`config.mk`:
```
export PLATFORM = sky130hd
export DESIGN_NAME = lfsr_rr_sched
export DESIGN_NICKNAME = d
export VERILOG_FILES = /design/src/rtl/lfsr_pkg.sv /design/src/rtl/lfsr5_core.sv /design/src/rtl/lfsr_rr_sched.sv
export SDC_FILE = /design/constraint.sdc
export NUM_CORES = 1
export LEC_CHECK = 0
export ABC_AREA = 1
export ABC_CLOCK_PERIOD_IN_PS = 4300
export CELL_PAD_IN_SITES_DETAIL_PLACEMENT = 1
export CELL_PAD_IN_SITES_GLOBAL_PLACEMENT = 1
export CORE_UTILIZATION = 39
export CTS_CLUSTER_DIAMETER = 150
export DETAILED_ROUTE_END_ITERATION = 8
export PLACE_DENSITY = 0.81
export RECOVER_POWER = 100
export SYNTH_ARGS = -nofsm -noshare
export SYNTH_HDL_FRONTEND = slang
export SYNTH_SLANG_ARGS = --single-unit
```
`constraint.sdc`:
```
create_clock -name clk -period 4.3 [get_ports clk]
set_input_delay 0.86 -clock clk [delete_from_list [all_inputs] [get_ports clk]]
set_output_delay 0.86 -clock clk [all_outputs]
set_load 0.01 [all_outputs]
```
`src/rtl/lfsr_pkg.sv`:
```
// Shared definitions for the round-robin LFSR scheduler: LFSR geometry,
// reset value, feedback taps and the scheduler state encoding.
package lfsr_pkg;

    localparam int           LFSR_W     = 5;
    localparam logic [4:0]   LFSR_RESET = 5'b11111;
    // Feedback taps for x^5+x^3+1: bits 4 and 2 are XORed into bit 0.
    localparam logic [4:0]   LFSR_TAPS  = 5'b10100;

    typedef enum logic [1:0] {
        IDLE  = 2'd0,
        STEP  = 2'd1,
        GRANT = 2'd2
    } state_t;

    function automatic logic [LFSR_W-1:0] lfsr_next(input logic [LFSR_W-1:0] q);
        return {q[LFSR_W-2:0], ^(q & LFSR_TAPS)};
    endfunction

endpackage

```
`src/rtl/lfsr5_core.sv`:
```
// 5-bit maximal-length LFSR with step and seed-load controls.
// A zero seed would lock the register, so it is replaced by the reset value.
module lfsr5_core
    import lfsr_pkg::*;
(
    input  logic              clk,
    input  logic              rst,
    input  logic              step,
    input  logic              load,
    input  logic [LFSR_W-1:0] seed,
    output logic [LFSR_W-1:0] q
);

    logic [LFSR_W-1:0] q_q;
    logic [LFSR_W-1:0] q_d;

    always_comb begin
        q_d = q_q;
        if (load) begin
            q_d = (seed == '0) ? LFSR_RESET : seed;
        end else if (step) begin
            q_d = lfsr_next(q_q);
        end
    end

    always_ff @(posedge clk or posedge rst) begin
        if (rst) begin
            q_q <= LFSR_RESET;
        end else begin
            q_q <= q_d;
        end
    end

    assign q = q_q;

endmodule

```
`src/rtl/lfsr_rr_sched.sv`:
```
// Round-robin scheduler handing out one LFSR word per grant; the LFSR is
// advanced STEPS times between grants so handed-out words share no state bits.
module lfsr_rr_sched
    import lfsr_pkg::*;
#(
    parameter int N_REQ = 4,
    parameter int STEPS = 5
) (
    input  logic              clk,
    input  logic              rst,
    input  logic [N_REQ-1:0]  req,
    input  logic              seed_load,
    input  logic [LFSR_W-1:0] seed,
    output logic [N_REQ-1:0]  gnt,
    output logic              rnd_valid,
    output logic [LFSR_W-1:0] rnd_data,
    output logic              busy,
    output logic [1:0]        dbg_state
);

    localparam int PTR_W = $clog2(N_REQ);

    state_t           state_q, state_d;
    logic [4:0]       cnt_q, cnt_d;
    logic [PTR_W-1:0] ptr_q, ptr_d;
    logic [PTR_W-1:0] win_q, win_d;

    logic             lfsr_step;
    logic             lfsr_load;
    logic [PTR_W-1:0] pick;
    logic             found;
    int               idx;

    // First asserted request at or above ptr, wrapping around.
    always_comb begin
        pick  = ptr_q;
        found = 1'b0;
        idx   = 0;
        for (int i = 0; i < N_REQ; i++) begin
            idx = int'(ptr_q) + i;
            if (idx >= N_REQ) begin
                idx = idx - N_REQ;
            end
            if (!found && req[idx]) begin
                found = 1'b1;
                pick  = PTR_W'(idx);
            end
        end
    end

    always_comb begin
        state_d   = state_q;
        cnt_d     = cnt_q;
        ptr_d     = ptr_q;
        win_d     = win_q;
        lfsr_step = 1'b0;
        lfsr_load = 1'b0;
        gnt       = '0;
        rnd_valid = 1'b0;
        unique case (state_q)
            IDLE: begin
                if (seed_load) begin
                    lfsr_load = 1'b1;
                end else if (found) begin
                    win_d   = pick;
                    cnt_d   = '0;
                    state_d = STEP;
                end
            end
            STEP: begin
                lfsr_step = 1'b1;
                if (cnt_q == 5'(STEPS - 1)) begin
                    state_d = GRANT;
                end else begin
                    cnt_d = cnt_q + 5'd1;
                end
            end
            GRANT: begin
                gnt[win_q] = 1'b1;
                rnd_valid  = 1'b1;
                ptr_d      = (win_q == PTR_W'(N_REQ - 1)) ? '0 : win_q + PTR_W'(1);
                state_d    = IDLE;
            end
            default: begin
                state_d = IDLE;
            end
        endcase
    end

    always_ff @(posedge clk or posedge rst) begin
        if (rst) begin
            state_q <= IDLE;
            cnt_q   <= '0;
            ptr_q   <= '0;
            win_q   <= '0;
        end else begin
            state_q <= state_d;
            cnt_q   <= cnt_d;
            ptr_q   <= ptr_d;
            win_q   <= win_d;
        end
    end

    lfsr5_core u_lfsr (
        .clk  (clk),
        .rst  (rst),
        .step (lfsr_step),
        .load (lfsr_load),
        .seed (seed),
        .q    (rnd_data)
    );

    assign busy      = (state_q != IDLE);
    assign dbg_state = state_q;

endmodule

```
; Word level (Yosys, flattened, before mapping)
; Index checks and enable logic that the tools add are counted.
[totals]
reg_bits = 16
inputBits = 12
out_inout_bits = 13
[classes]
addsub = 9
order_cmp = 10
eq_ne = 8
n_mux = 43
bitwise_logic = 1
n_reduce_logical = 16
[ops]
columns = cell, count
row1 = "32-bit by 4-bit < comparator with 1-bit output, second input constant", 4
row2 = 32-bit 2-to-1 mux, 4
row3 = 5-bit 2-to-1 mux, 6
row4 = 1-bit 2-to-1 mux, 17
row5 = 2-bit 2-to-1 mux, 8
row6 = "3-bit by 3-bit subtractor with 4-bit output, second input constant", 3
row7 = 5-bit case mux with 2 select lines, 1
row8 = "3-bit >= comparator, second input constant", 3
row9 = 1-bit binary-select mux with 2-bit select, 4
row10 = "2-bit inequality test, second input constant", 4
row11 = "2-bit by 2-bit adder with 3-bit output, second input constant", 2
row12 = 3-bit AND reduction, 2
row13 = 2-bit nonzero test, 3
row14 = "5-bit by 1-bit adder with 5-bit output, second input constant", 1
row15 = "5-bit by 3-bit == test with 1-bit output, second input constant", 1
row16 = 5-bit logical NOT, 1
row17 = 5-bit parity, 1
row18 = "2-bit == test, second input constant", 2
row19 = 1-bit logical AND, 4
row20 = 4-bit 2-to-1 mux, 1
row21 = 2-bit case mux with 2 select lines, 1
row22 = 4-bit AND reduction, 1
row23 = "2-bit by 3-bit subtractor with 4-bit output, second input constant", 1
row24 = "2-bit by 1-bit adder with 3-bit output, second input constant", 1
row25 = other kinds (9), 11

; Depth between registers and ports, before layout
; Gate-level depths: netlist (run 1).
[logic_depth]
ltp_word = 18
ltp_mapped = 14
mapped_depth_nobuf = 14

; Hierarchy
; A second synthesis (run 1) with hierarchy kept.
[unflattened]
cells_unflattened = 191
area_unflattened_um2 = 1273.7
[by_module_without_submodules]
columns = module, instances, cells_each, area_each_um2, seq_area_each_um2
row1 = lfsr_rr_sched, 1, 145, 952.2, 275.3
row2 = lfsr5_core, 1, 46, 321.6, 131.4

; Least setup slack after synthesis (run 1)
; Ideal clock, no wire load.
[synth_timing]
path_type = input to register
startpoint = input req[2]
endpoint = register cnt_q[2]
setup_ns = 0.117
arrival_ns = 1.649
required_time_ns = 4.183
setup_slack_ns = 2.535
stages = 10
cell_sequence = nand2_1 nand2_1 nand2_2 nand2_4 a21oi_4 nand2_2 o21ai_4 nand2_4 nand2_1 nand2_1
[synth_between]
elab_chain_len = 15
[synth_rtl]
columns = element, line_no
row1 = from (decl), lfsr_rr_sched.sv:11  ; input logic [N_REQ-1:0] req,
row2 = 1-bit binary-select mux with 2-bit select, lfsr_rr_sched.sv:44  ; if (!found && req[idx]) begin
row3 = 1-bit 2-to-1 mux (implied by the code) (2 in series), lfsr_rr_sched.sv:44
row4 = 1-bit 2-to-1 mux, lfsr_rr_sched.sv:44
row5 = 1-bit logical NOT, lfsr_rr_sched.sv:44
row6 = 1-bit logical AND, lfsr_rr_sched.sv:44
row7 = 1-bit 2-to-1 mux, lfsr_rr_sched.sv:44
row8 = 1-bit logical NOT, lfsr_rr_sched.sv:44
row9 = 1-bit logical AND, lfsr_rr_sched.sv:44
row10 = 1-bit 2-to-1 mux, lfsr_rr_sched.sv:44
row11 = 1-bit logical NOT, lfsr_rr_sched.sv:44
row12 = 1-bit logical AND, lfsr_rr_sched.sv:44
row13 = 1-bit 2-to-1 mux (*), lfsr_rr_sched.sv:44
row14 = 2-bit inequality test (no line) (*), n/a
row15 = 4-bit AND reduction (no line) (*), n/a
row16 = to (signal assigned), lfsr_rr_sched.sv:98  ; cnt_q <= cnt_d;
row17 = to (decl), lfsr_rr_sched.sv:24  ; logic [4:0] cnt_q, cnt_d;
; Mark *: on every way between the ends. The rest lies on a longest branch, timed or not. The select of a mux whose other input is x is not followed.
; A chain may end at the register's enable or synchronous reset.

; Worst setup path after layout (run 1)
[layout_timing]
startpoint = register win_q[0]
endpoint = output gnt[0]
[layout_between]
elab_chain_len = 5
[layout_rtl]
columns = element, line_no
row1 = from (decl), lfsr_rr_sched.sv:26  ; logic [PTR_W-1:0] win_q, win_d;
row2 = from (signal assigned), lfsr_rr_sched.sv:100  ; win_q <= win_d;
row3 = 2-bit by 3-bit < comparator with 1-bit output (implied by the code) or 2-bit by 1-bit >= comparator with 1-bit output (tied branches), lfsr_rr_sched.sv:79  ; gnt[win_q] = 1'b1;
row4 = 1-bit logical AND (implied by the code), lfsr_rr_sched.sv:79
row5 = 1-bit 2-to-1 mux (implied by the code), lfsr_rr_sched.sv:79
row6 = 1-bit demux with 2-bit select (*), lfsr_rr_sched.sv:79
row7 = 4-bit 2-to-1 mux (*), lfsr_rr_sched.sv:60  ; unique case (state_q)
row8 = to (decl), lfsr_rr_sched.sv:14  ; output logic [N_REQ-1:0] gnt,
; Mark *: on every way between the ends. The rest lies on a longest branch, timed or not.

==> results.sh, run 1 <==
export IMPL_cts_hold_buf=0
export IMPL_grt_pass1_vias=1175
export IMPL_post_route_min_period_ps=2590
export IMPL_cpLargestDelayFamily="buffers and inverters"
export IMPL_max_slew_margin_rel=0.598
export IMPL_crit_chain="inv_1, ha_1, inv_1, nor2_1, dlygate4sd3_1"
export IMPL_grt_usage=0.193
export IMPL_outcome="complete, but fails checks"
export IMPL_p_comb_frac=0.603
export IMPL_p_int_uw=523
export IMPL_ys_warn_count=0
export IMPL_crit_buf_inv=3
export IMPL_wire_per_inst_microns=12.5
export IMPL_yosysUniqueCellTypes=23
export IMPL_final_area_sq_um=1480
export IMPL_dr_first_iter_drc_count=42
export IMPL_grt_pass1_wl_microns=5110
export IMPL_root_buffer="clkbuf_4"
export IMPL_swShare=0.496
export IMPL_cts_sinks=16
export IMPL_clk_path_buf_depth=2
export IMPL_critPathArrivalTime_ps=1730
export IMPL_die_area_sq_um=3330
export IMPL_power_total_uw=1040
export IMPL_layout_setup_ws_ps=1710
export IMPL_avgViaCountPerCell=4.92
export IMPL_crit_path_end_kind="output port"
export IMPL_antenna_found_initial=0
export IMPL_yosysSeqAreaShare=0.336
export IMPL_cts_buffers=3
export IMPL_finalNetCount=216
export IMPL_ios=25
export IMPL_synth_avg_cell_area_sq_um=7.12
export IMPL_ant_nets=0
export IMPL_cellLeakagePower_uw=0.000778
export IMPL_finalWeightedCongestion=0.771
export IMPL_syn_instance_count=170
export IMPL_synth_nets=188
export IMPL_initial_core_util=0.425
export IMPL_seqPwrFrac=0.305
export IMPL_fill_cells=376
export IMPL_clkPwrFrac=0.093
export IMPL_netlist_area_sq_um=1210
export IMPL_start_kind="flop"
export IMPL_crit_fanout=4
export IMPL_num_rows=19
export IMPL_fin_skew_ps=6.27
export IMPL_finalHoldViolCount=0
export IMPL_drc=1
export IMPL_final_instance_count_excl_fill=228
export IMPL_tightest_slew_ps=602
export IMPL_cts_resized_gates=0
export IMPL_overflow=0
export IMPL_cp_common_cell="inv_1"
export IMPL_clock_fmax_mhz=386
export IMPL_place_ws_ps=1890
export IMPL_antenna_cells=0
export IMPL_switching_power_uw=515
export IMPL_core_area_sq_um=2850
export IMPL_seqCellArea_sq_um=407
export IMPL_cts_max_level=1
export IMPL_syn_to_final_growth_pct=22.4
export IMPL_cts_tree="built"
export IMPL_hpwl_microns=2420
export IMPL_max_cap_viol_count=0
export IMPL_grt_max_degree=17
export IMPL_crit_type="flop to output port"
export IMPL_reg2reg_slack_ps=2030
export IMPL_dr_pass1_iters=6
export IMPL_vdd_ir_drop_worst_mv=0.337
export IMPL_multi_input_area_sq_um=648
export IMPL_fp_dieW_microns=57.7
export IMPL_insertion_delay_ps=280
export IMPL_hp_class="flop to flop"
export IMPL_die_h_microns=57.7
export IMPL_totalWireLength_microns=2840
export IMPL_fin_crit_sh=0.603
export IMPL_ys_seq_elements=16
export IMPL_cp_slowest_cell="dlygate4sd3_1"
export IMPL_cts_clk_slew_worst_paths_ps=90
export IMPL_placed_cell_area_sq_um=1480
export IMPL_route_vias_total=1121
export IMPL_postCtsSetupBuffers=0
export IMPL_required_ps=3440
export IMPL_setup_violations=0
export IMPL_io_buffer_count=24
export IMPL_violations="design-rule violations"
export IMPL_rsz0062_at_grt="false"
export IMPL_p_per_area_nw_per_um2=700
export IMPL_fin_tns_setup_ps=0
export IMPL_drive_gt1_frac=0.122
export IMPL_cpPeakStageDelay_ps=610
export IMPL_slew_viol_final=0
export IMPL_place_inst=224
==> layer usage <==
| metal | wire [microns] | vias to the layer above | global-route usage |
|---|---|---|---|
| met5 | 0 | - | 0 |
| met4 | 0 | 0 | 0.0306 |
| met3 | 48 | 0 | 0.0201 |
| met2 | 1540 | 12 | 0.372 |
| met1 | 1250 | 520 | 0.236 |
| li1 | - | 589 | - |
==> placed cells by master, fill, tap and decap left out, types with 4 or more instances in the layout <==
cell / synthesis / layout
clkdlybuf4s50_1: 0 / 8
dfrtp_1: 11 / 11
dfstp_2: 5 / 5
dlygate4sd3_1: 0 / 16
ha_1: 6 / 6
inv_1: 27 / 27
nand2_1: 53 / 55
nand3_1: 11 / 11
nor2_1: 17 / 17
o21ai_0: 8 / 10
o221ai_1: 4 / 4
==> cell families (layout without fill, tap and decap cells) <==
kind of cell               after synthesis  count (layout)  synth area share
and+or+nand+nor                         93              93             0.341
adders and majority gates                6               6            0.0620
AOI/OAI and AO/OA                       22              22             0.145
DFF                                     16              16             0.336
buffers and inverters                   31              58             0.102
xor gates and xnor gates                 2               2            0.0145
==> area by class of cell <==
type | instances | share of cell area
clock buffer | 4 | 0.0245
sequential | 16 | 0.274
timing repair buffer | 24 | 0.162
tap | 31 | 0.0262
multi-input combinational | 123 | 0.437
inverter | 30 | 0.0759
==> tightest hold or removal path, delay by kind of cell (launching register included) <==
family | cells | cell delay [ps]
buf+inv | 1 | 70
compound gates | 1 | 100
flops | 1 | 380
==> stage by stage <==
stage,utilization,hold WS [ps]
after floorplan,-,489
after global placement,0.518,522
after detailed placement,0.518,542
after CTS,0.531,560
after global routing,0.520,586
final,0.520,556
==> cell usage after synthesis, drive strengths merged <==
cell    count  share of area
a21boi      1         0.0093
a21oi       2          0.018
buf         1         0.0093
dfrtp      11           0.23
dfstp       5           0.11
ha          6          0.062
inv        30          0.093
nand2      61           0.22
nand3      11          0.045
nand4       2          0.010
nor2       19          0.063
o211ai      1         0.0062
o21ai      14          0.083
o221ai      4          0.029
xor2        2          0.014
==> power by group through the flow <==
stage	combinational, uW	sequential (uW)	clock (uW)
after global routing	719	330	108
after global placement	666	318	0
after detailed placement	693	322	0
after floorplan	511	304	0
final	626	316	96.1
after CTS	695	319	99.9
==> final timing paths <==
| kind | start | to | cells past startpoint |
|---|---|---|---|
| max reg2reg | ptr_q[0]$_DFFE_PP0P_ | cnt_q[3]$_DFFE_PP0P_ | 11 |
| max | win_q[0]$_DFFE_PP0P_ | gnt[0] | 5 |
| min | u_lfsr.q[3]$_DFFE_PP1P_ | u_lfsr.q[4]$_DFFE_PP1P_ | 2 |
| max in group asynchronous | rst | cnt_q[4]$_DFFE_PP0P_ | 2 |
| min reg2reg | u_lfsr.q[3]$_DFFE_PP1P_ | u_lfsr.q[4]$_DFFE_PP1P_ | 2 |
| min in group asynchronous | rst | win_q[1]$_DFFE_PP0P_ | 2 |
==> state kept, by name, indices dropped and copies added (netlist names) <==
signal,flops
win_q,2
cnt_q,5
u_lfsr.q,5
ptr_q,2
dbg_state,2
Power figures use the tool's default switching activity.
==> run 2: changes to the inputs <==
--- a/config.mk
+++ b/config.mk
@@ -6,13 +6,13 @@
 export NUM_CORES = 1
 export LEC_CHECK = 0
 export ABC_AREA = 1
-export ABC_CLOCK_PERIOD_IN_PS = 4300
+export ABC_CLOCK_PERIOD_IN_PS = 2700
 export CELL_PAD_IN_SITES_DETAIL_PLACEMENT = 1
 export CELL_PAD_IN_SITES_GLOBAL_PLACEMENT = 1
-export CORE_UTILIZATION = 39
+export CORE_UTILIZATION = 36
 export CTS_CLUSTER_DIAMETER = 150
 export DETAILED_ROUTE_END_ITERATION = 8
-export PLACE_DENSITY = 0.81
+export PLACE_DENSITY = 0.75
 export RECOVER_POWER = 100
 export SYNTH_ARGS = -nofsm -noshare
 export SYNTH_HDL_FRONTEND = slang
==> constraint.sdc (replaced) <==
create_clock -name clk -period 2.7 [get_ports clk]
set_input_delay 0.54 -clock clk [delete_from_list [all_inputs] [get_ports clk]]
set_output_delay 0.54 -clock clk [all_outputs]
set_load 0.01 [all_outputs]
==> run 2 against run 1 <==
The run now ends clean. Final area rose by 0.17%. Via count rose by 1.3%. Clock power rose by 38%. Register-to-register slack got worse by 1600 ps. Worst hold slack got worse by 20 ps. Global-route usage fell by 0.40 points. Clock skew rose by 2.8 ps. Largest cell class unchanged.
==> results.sh, run 2 (same netlist as run 1, synthesis figures left out) <==
export IMPL_switching_power_uw=834
export IMPL_insertion_delay_ps=290
export IMPL_finalWeightedCongestion=0.768
export IMPL_rsz0062_at_grt="false"
export IMPL_core_area_sq_um=3130
export IMPL_setup_violations=0
export IMPL_postCtsSetupBuffers=0
export IMPL_busiest_layer="met2"
export IMPL_use_met2=0.344
export IMPL_cts_tree="built"
export IMPL_cts_hold_buf=0
export IMPL_drive_gt1_frac=0.112
export IMPL_max_slew_margin_rel=0.605
export IMPL_cpPeakStageDelay_ps=610
export IMPL_clkPwrFrac=0.081
export IMPL_fp_dieW_microns=60
export IMPL_post_route_min_period_ps=2290
export IMPL_cts_max_level=1
export IMPL_initial_core_util=0.387
export IMPL_seqPwrFrac=0.306
export IMPL_start_kind="flop"
export IMPL_required_ps=2160
export IMPL_grt_max_degree=17
export IMPL_cp_slowest_cell="dlygate4sd3_1"
export IMPL_post_route_util=0.475
export IMPL_ant_nets=0
export IMPL_finalHoldViolCount=0
export IMPL_swShare=0.507
export IMPL_overflow=0
export IMPL_grt_use_met3=0.0390
export IMPL_vdd_ir_drop_worst_mv=0.495
export IMPL_grt_pass1_wl_microns=5140
export IMPL_final_cell_mix="55 x nand2_1, 27 x inv_1, 17 x nor2_1"
export IMPL_cts_buffers=3
export IMPL_crit_chain="inv_1, ha_1, inv_1, nor2_1, dlygate4sd3_1"
export IMPL_hpwl_microns=2420
export IMPL_slew_viol_final=0
export IMPL_fin_skew_ps=9.11
export IMPL_drc=0
export IMPL_crit_buf_inv=3
export IMPL_fin_tns_setup_ps=0
export IMPL_p_comb_frac=0.613
export IMPL_cellLeakagePower_uw=0.000770
export IMPL_antenna_found_initial=0
export IMPL_totalWireLength_microns=2910
export IMPL_fill_cells=407
export IMPL_syn_to_final_growth_pct=22.6
export IMPL_clk_path_buf_depth=2
export IMPL_crit_fanout=4
export IMPL_cts_sinks=16
export IMPL_clock_fmax_mhz=437
export IMPL_tightest_slew_ps=593
export IMPL_fin_crit_sh=0.848
export IMPL_cts_clk_slew_worst_paths_ps=100
export IMPL_crit_type="flop to output port"
export IMPL_antenna_cells=0
export IMPL_ios=25
export IMPL_met1_usage=0.236
export IMPL_io_buffer_count=24
export IMPL_critPathArrivalTime_ps=1750
export IMPL_crit_path_end_kind="output port"
export IMPL_cts_resized_gates=0
export IMPL_dr_pass1_iters=4
export IMPL_grt_pass1_vias=1130
export IMPL_p_per_area_nw_per_um2=1110
export IMPL_avgViaCountPerCell=4.71
export IMPL_dr_first_iter_drc_count=45
export IMPL_grt_usage=0.189
export IMPL_die_area_sq_um=3600
export IMPL_cp_common_cell="inv_1"
export IMPL_die_h_microns=60
export IMPL_finalNetCount=216
export IMPL_outcome="complete, no violations"
export IMPL_final_common_cell="nand2_1"
export IMPL_hp_class="flop to flop"
export IMPL_max_cap_viol_count=0
export IMPL_wire_per_inst_microns=12.1
export IMPL_root_buffer="clkbuf_4"
export IMPL_num_rows=20
export IMPL_cpLargestDelayFamily="buffers and inverters"
export IMPL_route_vias_total=1136
export IMPL_p_int_uw=810
## run 2: changes by cell type in the layout (fill, tap and decap cells not counted), sizes merged
cell,delta
clkdlybuf4s50,+1
dlygate4sd3,-1
## run 2: stage by stage
stage	instance area, sq um	hold WS [ps]	power [uW]	cells	setup WS, ps
detailed placement	1500	529	1620	237	623
CTS	1520	543	1770	241	430
global route	1490	584	1820	241	178
global placement	1500	521	1570	237	662
floorplan	1210	450	1300	170	1250
finish	1490	536	1640	241	411
## run 2: tightest hold or removal path: cells and delay by family (launching register included)
| kind | cells | cell delay [ps] |
|---|---|---|
| AO/OA/AOI/OAI | 1 | 90 |
| buffers and inverters | 1 | 60 |
| flip-flops | 1 | 380 |
## run 2: routing by layer
metal	up-vias	routed length, microns	part of all wire
li1	584	-	-
met1	540	1310	0.45
met2	12	1540	0.53
met3	0	59	0.020
met4	0	0	0
met5	-	0	0
## run 2: final timing paths
| check | end | startpoint | slack, ps | depth (start not counted) |
|---|---|---|---|---|
| max | gnt[0] | win_q[0]$_DFFE_PP0P_ | 410 | 5 |
| min | u_lfsr.q[4]$_DFFE_PP1P_ | u_lfsr.q[3]$_DFFE_PP1P_ | 540 | 2 |
| max reg2reg | cnt_q[3]$_DFFE_PP0P_ | ptr_q[0]$_DFFE_PP0P_ | 410 | 11 |
| min reg2reg | u_lfsr.q[4]$_DFFE_PP1P_ | u_lfsr.q[3]$_DFFE_PP1P_ | 540 | 2 |
| max in group asynchronous | cnt_q[3]$_DFFE_PP0P_ | rst | 1560 | 2 |
| min in group asynchronous | ptr_q[1]$_DFFE_PP0P_ | rst | 740 | 2 |
## run 2: power by group through the flow
stage / logic [uW] / registers, uW / clock network (uW)
finish: 1010 / 503 / 133
CTS: 1120 / 509 / 139
floorplan: 813 / 483 / 0
detailed placement: 1110 / 513 / 0
global placement: 1060 / 510 / 0
global route: 1150 / 524 / 149
## run 2: layout make-up
type	count	area, sq um	area share
Tap cell	44	55.1	0.0371
Inverter	30	113	0.0758
Multi-Input combinational cell	123	644	0.434
Timing Repair Buffer	24	240	0.162
Clock buffer	4	26.3	0.0177
Sequential cell	16	407	0.274
==> run 3: changes to the inputs <==
--- a/config.mk
+++ b/config.mk
@@ -6,13 +6,13 @@
 export NUM_CORES = 1
 export LEC_CHECK = 0
 export ABC_AREA = 1
-export ABC_CLOCK_PERIOD_IN_PS = 2700
+export ABC_CLOCK_PERIOD_IN_PS = 2100
 export CELL_PAD_IN_SITES_DETAIL_PLACEMENT = 1
 export CELL_PAD_IN_SITES_GLOBAL_PLACEMENT = 1
-export CORE_UTILIZATION = 36
+export CORE_UTILIZATION = 32
 export CTS_CLUSTER_DIAMETER = 150
 export DETAILED_ROUTE_END_ITERATION = 8
-export PLACE_DENSITY = 0.75
+export PLACE_DENSITY = 0.7
 export RECOVER_POWER = 100
 export SYNTH_ARGS = -nofsm -noshare
 export SYNTH_HDL_FRONTEND = slang
==> constraint.sdc (replaced) <==
create_clock -name clk -period 2.1 [get_ports clk]
set_input_delay 0.42 -clock clk [delete_from_list [all_inputs] [get_ports clk]]
set_output_delay 0.42 -clock clk [all_outputs]
set_load 0.01 [all_outputs]
==> run 3 against run 2 <==
Global-route usage is 1.5 points lower. Critical endpoint is now gnt[1]. Non-clock buffer count is 1 higher. Core utilization is 2.9 points lower. Combinational power is 40% higher.
==> results.sh, run 3 (same netlist as run 1, synthesis figures left out) <==
export IMPL_crit_fanout=4
export IMPL_post_route_util=0.446
export IMPL_dr_first_iter_drc_count=39
export IMPL_hp_start="cnt_q[1]$_DFFE_PP0P_"
export IMPL_grt_pass1_vias=1255
export IMPL_antenna_cells=0
export IMPL_cts_tree="built"
export IMPL_finalWeightedCongestion=0.800
export IMPL_cp_slowest_cell="clkdlybuf4s50_1"
export IMPL_die_area_sq_um=4030
export IMPL_fill_cells=446
export IMPL_crit_buf_inv=3
export IMPL_wire_per_inst_microns=12.4
export IMPL_crit_type="flop to output port"
export IMPL_hp_class="flop to flop"
export IMPL_final_common_cell="nand2_1"
export IMPL_critical_path_depth=5
export IMPL_post_route_min_period_ps=2010
export IMPL_cts_sinks=16
export IMPL_cp_common_cell="inv_1"
export IMPL_antenna_found_initial=0
export IMPL_fin_tns_setup_ps=0
export IMPL_p_per_area_nw_per_um2=1490
export IMPL_overflow=0
export IMPL_grt_max_degree=17
export IMPL_finalNetCount=217
export IMPL_fin_crit_sh=0.958
export IMPL_crit_chain="inv_1, ha_1, inv_1, nor2_1, clkdlybuf4s50_1"
export IMPL_required_ps=1680
export IMPL_place_ws_ps=116
export IMPL_io_buffer_count=24
export IMPL_cts_clk_slew_worst_paths_ps=60
export IMPL_die_h_microns=63.5
export IMPL_setup_violations=0
export IMPL_critPathArrivalTime_ps=1590
export IMPL_root_buffer="clkbuf_8"
export IMPL_final_cell_mix="54 x nand2_1, 28 x inv_1, 18 x nor2_1"
export IMPL_r2r_start="ptr_q[1]$_DFFE_PP0P_"
export IMPL_timing_rr_end="cnt_q[0]$_DFFE_PP0P_"
export IMPL_grt_usage=0.174
export IMPL_hpwl_microns=2500
export IMPL_num_rows=21
export IMPL_rsz0062_at_grt="false"
export IMPL_place_inst=240
export IMPL_initial_core_util=0.349
export IMPL_drc=0
export IMPL_outcome="complete, no violations"
export IMPL_syn_to_final_growth_pct=27.7
export IMPL_cts_buffers=3
export IMPL_fin_skew_ps=1.13
export IMPL_holdPathEnd="cnt_q[1]$_DFFE_PP0P_"
export IMPL_drive_gt1_frac=0.126
export IMPL_layout_setup_ws_ps=87.3
export IMPL_clk_path_buf_depth=2
export IMPL_max_slew_margin_rel=0.573
export IMPL_core_area_sq_um=3470
export IMPL_crit_path_end_kind="output port"
export IMPL_totalWireLength_microns=3030
export IMPL_reg2reg_slack_ps=250
export IMPL_fp_dieW_microns=63.5
export IMPL_slew_viol_final=0
export IMPL_ant_nets=0
export IMPL_clock_fmax_mhz=497
export IMPL_start_kind="flop"
export IMPL_cpLargestDelayFamily="buffers and inverters"
export IMPL_max_cap_viol_count=0
export IMPL_vdd_ir_drop_worst_mv=0.559
export IMPL_route_vias_total=1125
export IMPL_ios=25
export IMPL_power_total_uw=2300
export IMPL_tightest_slew_ps=639
export IMPL_insertion_delay_ps=250
export IMPL_r2r_cells=11
export IMPL_hold_path_depth=2
export IMPL_finalHoldViolCount=0
export IMPL_cellLeakagePower_uw=0.000794
export IMPL_postCtsSetupBuffers=0
export IMPL_avgViaCountPerCell=4.61
export IMPL_cts_max_level=1
export IMPL_grt_pass1_wl_microns=5620
export IMPL_cpPeakStageDelay_ps=550
export IMPL_final_instance_count_excl_fill=244
export IMPL_dr_pass1_iters=4
-- run 3: area by class of cell --
cell class,instances,area (sq um),area share
sequential,16,407,0.263
inverter,30,113,0.0728
multi-input combinational,123,664,0.430
tap,46,57.6,0.0372
clock buffer,4,55.1,0.0356
timing repair buffer,25,250,0.162
-- run 3: what timing repair did --
item                                    in CTS  in global routing
gates resized for setup                      1                  2
endpoints found under the setup margin       1                  2
hold buffers                                 0                  0
-- run 3: power breakdown --
| part | internal (uW) | switching, uW |
|---|---|---|
| logic | 521 | 890 |
| clock network | 166 | 107 |
| registers | 483 | 133 |
| total | 1170 | 1130 |
-- run 3: metal layers --
| layer | vias to the layer above | global-route usage | part of all wire |
|---|---|---|---|
| met1 | 526 | 0.220 | 0.48 |
| li1 | 586 | - | - |
| met2 | 11 | 0.309 | 0.49 |
| met3 | 2 | 0.0326 | 0.019 |
| met4 | 0 | 0.0256 | 0.0036 |
| met5 | - | 0 | 0 |
-- run 3: worst max-delay path by stage --
| stage | start | endpoint | slack [ps] |
|---|---|---|---|
| after floorplan | ptr_q[0]$_DFFE_PP0P_ | cnt_q[2]$_DFFE_PP0P_ | 690 |
| after global placement | req[3] | cnt_q[2]$_DFFE_PP0P_ | 210 |
| after detailed placement | req[0] | cnt_q[2]$_DFFE_PP0P_ | 120 |
| after CTS | win_q[1]$_DFFE_PP0P_ | gnt[1] | 60 |
| after global routing | win_q[1]$_DFFE_PP0P_ | gnt[1] | 6 |
| final | win_q[1]$_DFFE_PP0P_ | gnt[1] | 90 |
-- run 3: tightest hold or removal path, cell delays in order, from the launching register on --
cell     delay (ps)
dfrtp_1         390
nand2_1          70
nand2_1          50
-- run 3: per-stage QoR --
stage                     instance area (sq um)  hold slack [ps]
after floorplan                            1210              330
after global placement                     1510              521
after detailed placement                   1510              526
after CTS                                  1560              551
after global routing                       1550              587
final                                      1550              544
